==> src/rtl/abuf_reader.sv <==
// abuf_reader: reads the PE accumulation buffers group by group, address by address, and
// streams the returned words through a credit-gated output FIFO with valid/ready/last.
module abuf_reader #(
  parameter int unsigned PE_NUM     = 32,
  parameter int unsigned BUF_DEPTH  = 256,
  parameter int unsigned ADDR_W     = $clog2(BUF_DEPTH),
  parameter int unsigned RD_LAT     = 2,
  parameter int unsigned FIFO_DEPTH = 8,
  parameter int unsigned BATCH      = 2,
  parameter int unsigned RES_W      = 8,
  localparam int unsigned GRP_NUM   = PE_NUM / 4,
  localparam int unsigned GW        = $clog2(GRP_NUM),
  localparam int unsigned W         = 4 * BATCH * RES_W
) (
  input  logic              clk,
  input  logic              rst,
  input  logic              start,
  input  logic [GW:0]       grp_cnt,
  input  logic [ADDR_W:0]   row_cnt,
  output logic              busy,
  output logic              done,
  output logic [GW-1:0]     rd_sel,
  output logic [ADDR_W-1:0] abuf_rd_addr,
  output logic              abuf_rd_en,
  input  logic [W-1:0]      abuf_rd_data,
  output logic [W-1:0]      out_data,
  output logic              out_valid,
  input  logic              out_ready,
  output logic              out_last
);

  localparam int unsigned FAW = $clog2(FIFO_DEPTH);
  localparam int unsigned CW  = FAW + 1;

  localparam logic [GW:0]     G_ONE = {{GW{1'b0}}, 1'b1};
  localparam logic [ADDR_W:0] R_ONE = {{ADDR_W{1'b0}}, 1'b1};

  typedef enum logic [1:0] {StIdle, StRead, StDrain} state_e;

  state_e              state_q;
  logic [1:0]          rst_sync_q;
  logic [GW:0]         grp_q, cur_g_q;
  logic [ADDR_W:0]     row_q, cur_a_q;
  logic                rd_last_q;
  logic [RD_LAT-1:0]   en_pipe_q, last_pipe_q;
  logic [CW-1:0]       fifo_cnt_q, inflight_q;
  logic [FAW-1:0]      wr_ptr_q, rd_ptr_q;
  logic [W-1:0]        mem_q [FIFO_DEPTH];
  logic [FIFO_DEPTH-1:0] mem_last_q;

  logic [CW:0] occ_sum;
  logic        credit_ok, start_ok, cnt_nz, first_last, row_end, grp_end;
  logic        issue, rd_fire, rd_fire_last, push, pop;

  assign out_valid = (fifo_cnt_q != '0);
  assign out_data  = out_valid ? mem_q[rd_ptr_q] : '0;
  assign out_last  = out_valid & mem_last_q[rd_ptr_q];

  always_comb begin
    occ_sum      = {1'b0, fifo_cnt_q} + {1'b0, inflight_q};
    credit_ok    = occ_sum < (CW+1)'(FIFO_DEPTH);
    start_ok     = (state_q == StIdle) && start && rst_sync_q[1];
    cnt_nz       = (grp_cnt != '0) && (row_cnt != '0);
    first_last   = (grp_cnt == G_ONE) && (row_cnt == R_ONE);
    row_end      = (cur_a_q == row_q - R_ONE);
    grp_end      = (cur_g_q == grp_q - G_ONE);
    issue        = (state_q == StRead) && credit_ok;
    // The first read goes out with start; IDLE always has an empty FIFO and nothing in flight.
    rd_fire      = (start_ok && cnt_nz) || issue;
    rd_fire_last = start_ok ? first_last : (row_end && grp_end);
    push         = en_pipe_q[RD_LAT-1];
    pop          = out_valid && out_ready;
  end

  // Reset asserts asynchronously but releases through two flops before start is honoured.
  always_ff @(posedge clk or negedge rst) begin
    if (!rst) begin
      rst_sync_q <= '0;
    end else begin
      rst_sync_q <= {rst_sync_q[0], 1'b1};
    end
  end

  always_ff @(posedge clk or negedge rst) begin
    if (!rst) begin
      state_q      <= StIdle;
      busy         <= 1'b0;
      done         <= 1'b0;
      abuf_rd_en   <= 1'b0;
      rd_sel       <= '0;
      abuf_rd_addr <= '0;
      grp_q        <= '0;
      row_q        <= '0;
      cur_g_q      <= '0;
      cur_a_q      <= '0;
      rd_last_q    <= 1'b0;
    end else begin
      done       <= 1'b0;
      abuf_rd_en <= rd_fire;
      rd_last_q  <= rd_fire && rd_fire_last;
      case (state_q)
        StIdle: begin
          if (start_ok) begin
            if (cnt_nz) begin
              grp_q        <= grp_cnt;
              row_q        <= row_cnt;
              rd_sel       <= '0;
              abuf_rd_addr <= '0;
              busy         <= 1'b1;
              if (row_cnt == R_ONE) begin
                cur_g_q <= G_ONE;
                cur_a_q <= '0;
              end else begin
                cur_g_q <= '0;
                cur_a_q <= R_ONE;
              end
              state_q <= first_last ? StDrain : StRead;
            end else begin
              done <= 1'b1;
            end
          end
        end
        StRead: begin
          if (issue) begin
            rd_sel       <= cur_g_q[GW-1:0];
            abuf_rd_addr <= cur_a_q[ADDR_W-1:0];
            if (row_end) begin
              cur_a_q <= '0;
              cur_g_q <= cur_g_q + G_ONE;
            end else begin
              cur_a_q <= cur_a_q + R_ONE;
            end
            if (row_end && grp_end) begin
              state_q <= StDrain;
            end
          end
        end
        StDrain: begin
          if (pop && out_last) begin
            state_q <= StIdle;
            busy    <= 1'b0;
            done    <= 1'b1;
          end
        end
        default: state_q <= StIdle;
      endcase
    end
  end

  // In-flight tracking and FIFO bookkeeping; the last-word tag rides alongside the strobe.
  always_ff @(posedge clk or negedge rst) begin
    if (!rst) begin
      en_pipe_q   <= '0;
      last_pipe_q <= '0;
      inflight_q  <= '0;
      fifo_cnt_q  <= '0;
      wr_ptr_q    <= '0;
      rd_ptr_q    <= '0;
    end else begin
      en_pipe_q[0]   <= abuf_rd_en;
      last_pipe_q[0] <= rd_last_q;
      for (int i = 1; i < RD_LAT; i++) begin
        en_pipe_q[i]   <= en_pipe_q[i-1];
        last_pipe_q[i] <= last_pipe_q[i-1];
      end
      case ({rd_fire, push})
        2'b10:   inflight_q <= inflight_q + 1'b1;
        2'b01:   inflight_q <= inflight_q - 1'b1;
        default: inflight_q <= inflight_q;
      endcase
      case ({push, pop})
        2'b10:   fifo_cnt_q <= fifo_cnt_q + 1'b1;
        2'b01:   fifo_cnt_q <= fifo_cnt_q - 1'b1;
        default: fifo_cnt_q <= fifo_cnt_q;
      endcase
      if (push) begin
        wr_ptr_q <= wr_ptr_q + 1'b1;
      end
      if (pop) begin
        rd_ptr_q <= rd_ptr_q + 1'b1;
      end
    end
  end

  always_ff @(posedge clk) begin
    if (push) begin
      mem_q[wr_ptr_q]      <= abuf_rd_data;
      mem_last_q[wr_ptr_q] <= last_pipe_q[RD_LAT-1];
    end
  end

endmodule

==> config.mk <==
export PLATFORM = sky130hd
export DESIGN_NAME = abuf_reader
export DESIGN_NICKNAME = d
export VERILOG_FILES = /design/src/rtl/abuf_reader.sv
export SDC_FILE = /design/constraint.sdc
export NUM_CORES = 1
export LEC_CHECK = 0
export CORE_MARGIN = 8
export CORE_UTILIZATION = 60
export DETAILED_ROUTE_END_ITERATION = 10
export PLACE_DENSITY = 0.81
export SLEW_MARGIN = 5
export SYNTH_ARGS = -nofsm -noshare
export SYNTH_HDL_FRONTEND = slang
export SYNTH_SLANG_ARGS = --single-unit
==> constraint.sdc <==
create_clock -name clk -period 9.02 [get_ports clk]
set_clock_uncertainty 0.15 [all_clocks]
set_input_delay 2.706 -clock clk [delete_from_list [all_inputs] [get_ports clk]]
set_output_delay 2.706 -clock clk [all_outputs]
set_load 0.05 [all_outputs]
==> impl_summary.md, run 1 <==
Worst setup path
STA classifies the critical path endpoint as an output port. The category of the most critical setup path is reg2out. STA classifies the critical path startpoint as a register. The maximum fanout along the worst path is 68. Among all stages on the critical path, the largest delay is contributed by dfrtp_4. The arrival time at the worst endpoint is 3850 ps. For the worst setup path, the data required time is 6160 ps. The critical path goes through buf_12 -> mux4_2 -> mux2i_1 -> nor2_1 -> clkdlybuf4s50_1.

The maximum cell stage delay along the critical path is 940 ps.

Flow run
Max-cap violations in this run came to 0.

Synth
By area the synthesized netlist is led by edfxtp_1 68%, mux4_2 13%, dfrtp_1 6.9%. The number of instances in the synthesized netlist is about 1200. In this run the mean area of a mapped cell was 19.73 um^2. After synthesis the cells add up to between 20000 and 25000 um^2. The area share of the leading cell type in the synthesized netlist is about 70%. The flip-flop and latch count after synthesis is 583.

After synthesis, the share of flip-flops with an asynchronous set or reset is 10.81%. The synthesized design contains 520 enable-type register cells. The count of distinct cell types in the synthesized netlist is 52.

The leading register cell type out of synthesis is edfxtp_1. Summing the sequential cell areas from Yosys gives 74.92% of the chip area. The cell type with the highest aggregate area in the netlist is edfxtp_1.

The net count of the mapped netlist is 1261. During synthesis, Yosys emitted a total of 0 warnings.

Global route
The global routing met1 resource utilization is approximately 27%. The global routing stage identified its most utilized layer as met2. The met2 usage is 35.21%. The number of antenna violations at the first check in global routing is 8. The first global-routing pass estimated 70.73 mm of wire.

The met3 routing resource usage after global routing is 4.555%. The overall track demand over capacity in global routing is between 20% and 30%. Global routing finished with a remaining overflow of 0. Entering global routing, the biggest net connects 75 pins. The via count of the first global-routing pass is approximately 12000.

Timing
The setup-violating endpoint count in the final report is 0. The final critical path takes up 74.39% of the cycle. The clock period could shrink to approximately 6700 ps. Adding up every negative setup slack in the final design gives 0 ps. Timing would allow up to between 100 and 150 MHz. Setup repair after global routing left no endpoint under its margin.

The total count of max-transition violations in the final report was 0. At the pin with the least slew margin, the transition time is 1105 ps. The final-report hold violation count is 0. On the final layout, the worst hold slack is 197.1 ps. The remaining max-slew budget at the tightest pin is 26.32%.

Floorplan
The number of placed I/O pins is around 160. The die covers 44760 um^2. The overall die height is 211.6 um. In this run the core area contains 71 standard-cell rows. The initial core utilization is 60.92%. From left edge to right edge, the die measures around 210 um. The core region is 37670 um^2.

Worst hold path
The worst min-delay path category is reg2reg.

CTS
The H-tree generated during clock tree synthesis spans 2 levels. At the later pin of the worst-skew pair, clock insertion delay measures roughly 590 ps. The buffer depth of the longest clock path is 3. The quantity of hold-fixing buffers added after cts is 0. Clock-pin slew was measured on the worst setup and hold paths at approximately 60 ps. The number of cells upsized or downsized after cts is 0. The clock tree from TritonCTS is yes. The CTS buffer count is 55. In this run the clock root is driven by a clkbuf_16. The tree built by TritonCTS fans out to 583 sinks. The number of setup buffers added after CTS is 0.

Finish
The final standard cell count with taps included and fillers excluded is 1906. The area of combinational cells with multiple inputs is 5519 um^2. The number of nets in the final layout is 1445. From synthesis to final layout, the design area changed by 17.20%. The fill cell instance count of the final layout is ~2200.

The footprint of the flip-flops and latches is 17200 um^2. The fraction of the core area covered by cells at the end of the flow is 71.40%. The fraction of final layout cells with drive strength greater than 1 is 18.18%.

Power
The overall power consumption is 9.694 mW. The switching power is around 3.6 mW. Sequential cells burn a little under two fifths of the power. The internal power of the cells totals a little over 6 mW.

The fraction of power consumed by the clock network is 22.0%. The analysis attributes to cell leakage a power of 9.142 nW. Combinational cells account for 40.0% of the total power. The worst vdd rail ir drop is 0.3266 mV. In this run switching power makes up 37.53% of total power.

The power density relative to cell area is around 360 nW/um^2.

Detailed routing
The detailed router finished its first iteration with 869 violations. The routed layout has 11500 vias. The post-detailed-route via-to-cell ratio is 6.031. After detailed routing, the number of remaining DRC violations is 0.

In the final routed layout, each cell accounts on average for roughly 24 um. The post-detailed-routing wire length is 46.43 mm. The final antenna-violating net count is 0. The first detailed-routing pass ran for 5 iterations.

Placement
At the end of routability-driven placement, the weighted congestion stood at 0.8074. Port buffering added 160 buffers. The detailed placer's ending HPWL is 26.03 mm. Including well taps, the total number of placed cells is 1801.

Outcome
The flow ran to the end, and the final reports show no timing, DRC or antenna violations.
-- cell usage in the layout (no fill, tap or decap), types with 15 or more instances in the layout --
cell type and n:
inv_1 18, clkbuf_16 56, mux2i_1 66, clkdlybuf4s50_1 159
o21ai_0 22, clkbuf_1 15, edfxtp_1 520, mux4_2 130
nand2_1 52, xnor2_1 17, buf_4 22, dfrtp_1 60
nor2_1 81, ha_1 15
-- worst max-delay path: cells and delay by family (launching register included) --
family | cells | cell delay, ps
flip-flops | 1 | 940
multiplexers | 2 | 890
buffers and inverters | 2 | 1240
AND/OR/NAND/NOR | 1 | 90
-- flip-flops by register name, indices dropped and copies added (netlist names), 3 cells and up --
register      cells
cur_g_q           4
wr_ptr_q          3
cur_a_q           9
abuf_rd_addr      8
mem_q           512
row_q             9
rd_ptr_q          3
fifo_cnt_q        4
inflight_q        4
rd_sel            3
grp_q             4
mem_last_q        8
-- cells in the mapped netlist (3+ instances only) --
cell type  count
a211o_1        4
a211oi_1       5
a21oi_1        7
a22o_1        10
a31oi_1        5
and3_1         7
buf_1         11
buf_2         16
clkbuf_1      29
dfrtp_1       63
edfxtp_1     520
ha_1          15
inv_1         18
mux2i_1       66
mux4_2       130
nand2_1       52
nand2b_1       9
nand3_1        5
nand3b_1       7
nand4_1        4
nor2_1        87
nor3_1         6
nor4_1         5
o21ai_0       22
or2_2          3
xnor2_1       17
xor2_1         8
-- kinds of logic after synthesis --
logic type / share of synthesized area (%)
DFF: 74.92
muxes: 15.74
and+or+nand+nor: 3.931
buffers and inverters: 1.298
AOI/OAI and AO/OA: 2.083
xor gates and xnor gates: 1.025
adders and majority gates: 0.9924
other: 0.01634
-- power groups by stage --
| stage | clock (mW) | combinational [mW] | sequential (mW) |
|---|---|---|---|
| after CTS | 2.18 | 3.92 | 3.69 |
| after floorplan | 0 | 2.83 | 3.58 |
| final | 2.13 | 3.87 | 3.69 |
| after global placement | 0 | 3.81 | 3.72 |
| after global routing | 2.27 | 4.08 | 3.74 |
| after detailed placement | 0 | 3.88 | 3.75 |
-- per-stage QoR --
stage          instance area (um^2)  worst slack (ps)
2_1_floorplan                 22950              3308
3_3_place_gp                  25210              2923
3_5_place_dp                  25210              2897
4_1_cts                       26890              2208
5_1_grt                       26890              2079
6_report                      26890              2310
-- layout make-up --
class,count,area share [%]
inverters,18,0.2512
clock buffers,74,5.573
multi-input cells,506,20.52
repair buffers,183,6.625
flip-flops and latches,583,63.96
diodes,3,0.02791
clock inverters,28,0.6606
well taps,511,2.377
-- per-layer routing --
metal	wire, um	part of all wire, %
met5	63	0.14
met2	23780	51
met3	3647	7.9
met4	1158	2.5
met1	17780	38
-- path summary, 6_finish.rpt --
| path | start | endpoint | slack (ps) | cells after the start |
|---|---|---|---|---|
| setup / recovery | rd_ptr_q[0]$_DFFE_PN0P_ | out_data[7] | 2310 | 5 |
| hold / removal | last_pipe_q[0]$_DFF_PN0_ | last_pipe_q[1]$_DFF_PN0_ | 200 | 0 |
| setup reg to reg | fifo_cnt_q[1]$_DFFE_PN0P_ | inflight_q[3]$_DFFE_PN0P_ | 5110 | 12 |
| hold reg to reg | last_pipe_q[0]$_DFF_PN0_ | last_pipe_q[1]$_DFF_PN0_ | 200 | 0 |
| max in group asynchronous | rst | rd_ptr_q[2]$_DFFE_PN0P_ | 5960 | 2 |
| min in group asynchronous | rst | abuf_rd_addr[3]$_DFFE_PN0P_ | 2140 | 2 |
No activity file was read; power rests on OpenSTA's default activity.
==> run 2, diff against run 1 <==
--- a/config.mk
+++ b/config.mk
@@ -6,9 +6,9 @@
 export NUM_CORES = 1
 export LEC_CHECK = 0
 export CORE_MARGIN = 8
-export CORE_UTILIZATION = 60
+export CORE_UTILIZATION = 53
 export DETAILED_ROUTE_END_ITERATION = 10
-export PLACE_DENSITY = 0.81
+export PLACE_DENSITY = 0.76
 export SLEW_MARGIN = 5
 export SYNTH_ARGS = -nofsm -noshare
 export SYNTH_HDL_FRONTEND = slang
==> constraint.sdc (replaced) <==
create_clock -name clk -period 6.1 [get_ports clk]
set_clock_uncertainty 0.15 [all_clocks]
set_input_delay 1.83 -clock clk [delete_from_list [all_inputs] [get_ports clk]]
set_output_delay 1.83 -clock clk [all_outputs]
set_load 0.05 [all_outputs]
==> run 2 against run 1 <==
Critical path depth unchanged. Die area is 12% higher. Sequential share of layout area is 0.59 points lower. Highest routed layer unchanged. Setup slack lost 1500 ps. Flip-flop and latch count did not move. Sequential power increased by 44%.
==> impl_summary.md, run 2 (same netlist as run 1, synthesis figures left out) <==
Detailed routing
The post-detailed-routing wire length is 46.15 mm. Dividing the detail-routed wire length by the instance count gives 23.26 um. The overall via count from detail_route is 11350.

The post-detailed-route via-to-cell ratio is around 5.7. For this block, the initial DRC count from the detailed router was about 900. The total iterations of the first detailed-routing run is 5. For this run, design rule violations remaining after detail routing come to 0. The final antenna-violating net count is 0.

Global route
Global routing used 18.48% of the available tracks. Entering global routing, the biggest net connects 64 pins. The via count of the first global-routing pass is roughly 12000. The first global-routing pass estimated a little over 70 mm of wire.

The total grt overflow is 0. The number of antenna violations at the first check in global routing is 4.

CTS
The level count of the clock H-tree is 2. The CTS buffer count is 55. The setup fix buffers added after clock tree synthesis is 0. The insertion delay to the later sink of the worst-skew pair is 590 ps. The buffer type at the clock tree root is clkbuf_16. The clock tree from TritonCTS is yes. The post-CTS clock slew at the launch and capture registers of the worst setup and hold paths is about 60 ps.

The number of cells upsized or downsized after cts is 0. The tree built by TritonCTS fans out to 583 sinks. The clock passes through at most 3 buffers. The quantity of hold-fixing buffers added after cts is 0.

Power
In this run the power density over the cells is 532.9 nW/um^2. The worst vdd rail ir drop is 0.3364 mV. Summed over all cells, the static leakage comes to 9.232 nW.

Flow run
The tool flagged a number of max-cap violations equal to 0.

Worst setup path
The arrival time at the worst endpoint is between 3000 and 4000 ps. In this run the register-to-register setup slack is between 2000 and 2500 ps. The kind of start point of the critical path is a register. In this run the critical register-to-register path is captured at inflight_q[3]$_DFFE_PN0P_. The category of the most critical setup path is reg2out.

The most critical setup path has its startpoint at rd_ptr_q[0]$_DFFE_PN0P_. The data required time at the worst endpoint is 4120 ps. The worst register-to-register path begins at fifo_cnt_q[1]$_DFFE_PN0P_. In this run the worst setup path terminates at out_data[35]. The type of element capturing the critical path is an output port. Along the worst path, the maximum fanout reaches 21. The worst register-to-register path has a depth of 12.

Finish
The register with the most flip-flops in the layout has ~510 of them. Summing all non-filler instances in the final layout gives an area of 27150 um^2. The largest registers in the layout are mem_q (512), cur_a_q (9), row_q (9). The top cell types in the final layout, fill and taps aside, are 520 x edfxtp_1, 159 x clkdlybuf4s50_1, 130 x mux4_2. mem_q holds more flip-flops than any other register. The number of nets in the final layout is 1451. The post-route netlist has approximately a fifth of its cells at a drive strength greater than 1. The synthesis-to-layout area growth is 18.30%. For this run, the share of the core covered by cells in the final layout is 63.30%.

The library cell used most frequently in the layout, excluding fill and tap cells, is edfxtp_1.

Timing
The final-report hold violation count is 0. The total count of max-transition violations in the final report is 0. The setup-violating endpoint count in the final report is 0. Derived from the worst setup path, the maximum achievable clock frequency is 189.0 MHz. The final critical delay including setup and external delays is 5290 ps. The sum of negative setup slack is 0 ps. The worst path uses 86.72% of the clock period. In this run the tightest slew margin relative to its limit is 31.76%. The worst setup margin is 810.2 ps. Setup repair after global routing left no endpoint under its margin. The pin slew with the least headroom to its limit is 1024 ps.

Placement
Input and output buffers added on the ports amount to 160. The detailed placer's ending HPWL is around 26 mm. The placer congestion estimate is 0.8339. OpenSTA, run right after detailed placement, puts the worst setup slack at 1324 ps. Once placement finished, the instance area stood at 25410 um^2.

Floorplan
The total area inside the core boundary comes to between 40000 and 50000 um^2. For this design the top-level I/O count stands at ~160. The overall die height is 224.1 um.

The initial core utilization is 53.51%. After floorplanning, the core was divided into 76 placement rows. The horizontal extent of the die is 224.1 um. The area of the die is 50210 um^2.

Outcome
The run finished with clean final reports.

Worst hold path
In this run the worst hold path is classified as reg2reg.
run 2: cell count changes in the layout (fill, tap and decap cells not counted), sizes merged:
cell | previous run | this run
buf | 24 | 30
bufinv | 1 | 2
clkbuf | 74 | 69
clkinv | 23 | 28
diode | 3 | 1
inv | 20 | 19
run 2: power by group:
| part | switching, mW | leakage, nW | internal (mW) |
|---|---|---|---|
| clock network | 1.41 | 0.857 | 1.84 |
| registers | 0.402 | 5.50 | 4.92 |
| logic | 3.56 | 2.87 | 2.33 |
| total | 5.38 | 9.23 | 9.09 |
run 2: worst min-delay path by stage:
stage / startpoint / endpoint / slack, ps / depth (start not counted)
3_5_place_dp: en_pipe_q[0]$_DFF_PN0_ / en_pipe_q[1]$_DFF_PN0_ / 190 / 0
6_report: rst_sync_q[0]$_DFF_PN0_ / rst_sync_q[1]$_DFF_PN0_ / 200 / 0
2_1_floorplan: en_pipe_q[0]$_DFF_PN0_ / en_pipe_q[1]$_DFF_PN0_ / 180 / 0
3_3_place_gp: rst_sync_q[0]$_DFF_PN0_ / rst_sync_q[1]$_DFF_PN0_ / 180 / 0
5_1_grt: rd_last_q$_DFF_PN0_ / last_pipe_q[0]$_DFF_PN0_ / 210 / 0
4_1_cts: rd_last_q$_DFF_PN0_ / last_pipe_q[0]$_DFF_PN0_ / 200 / 0
run 2: worst max-delay path, stage by stage, from the launching register on:
cell and delay (ps):
dfrtp_4 720, buf_4 370, mux4_2 530, mux2i_1 280, nor2_1 80, clkdlybuf4s50_1 740
run 2: per-layer routing:
layer	vias to the layer above	track usage (%)	wire (um)
li1	5026	-	-
met1	5929	23.62	18910
met2	328	32.24	23630
met3	58	3.767	2872
met4	6	4.588	711
met5	-	0	33
run 2: through the flow:
step           std cells  hold WS, ps  power, mW
3_5_place_dp        1881        185.5      11.37
6_report            1984        198.0      14.47
4_1_cts             1983        201.8      14.63
2_1_floorplan       1163        181.2      9.484
5_1_grt             1983        207.4      15.11
3_3_place_gp        1881        182.9      11.26
run 2: layout make-up:
cell class,instances,area (um^2)
sequential,583,17200
fill,2916,15740
multi-input combinational,506,5519
timing repair buffer,189,1889
clock buffer,69,1513
tap,585,732.0
clock inverter,33,220.2
inverter,18,67.56
antenna,1,2.502
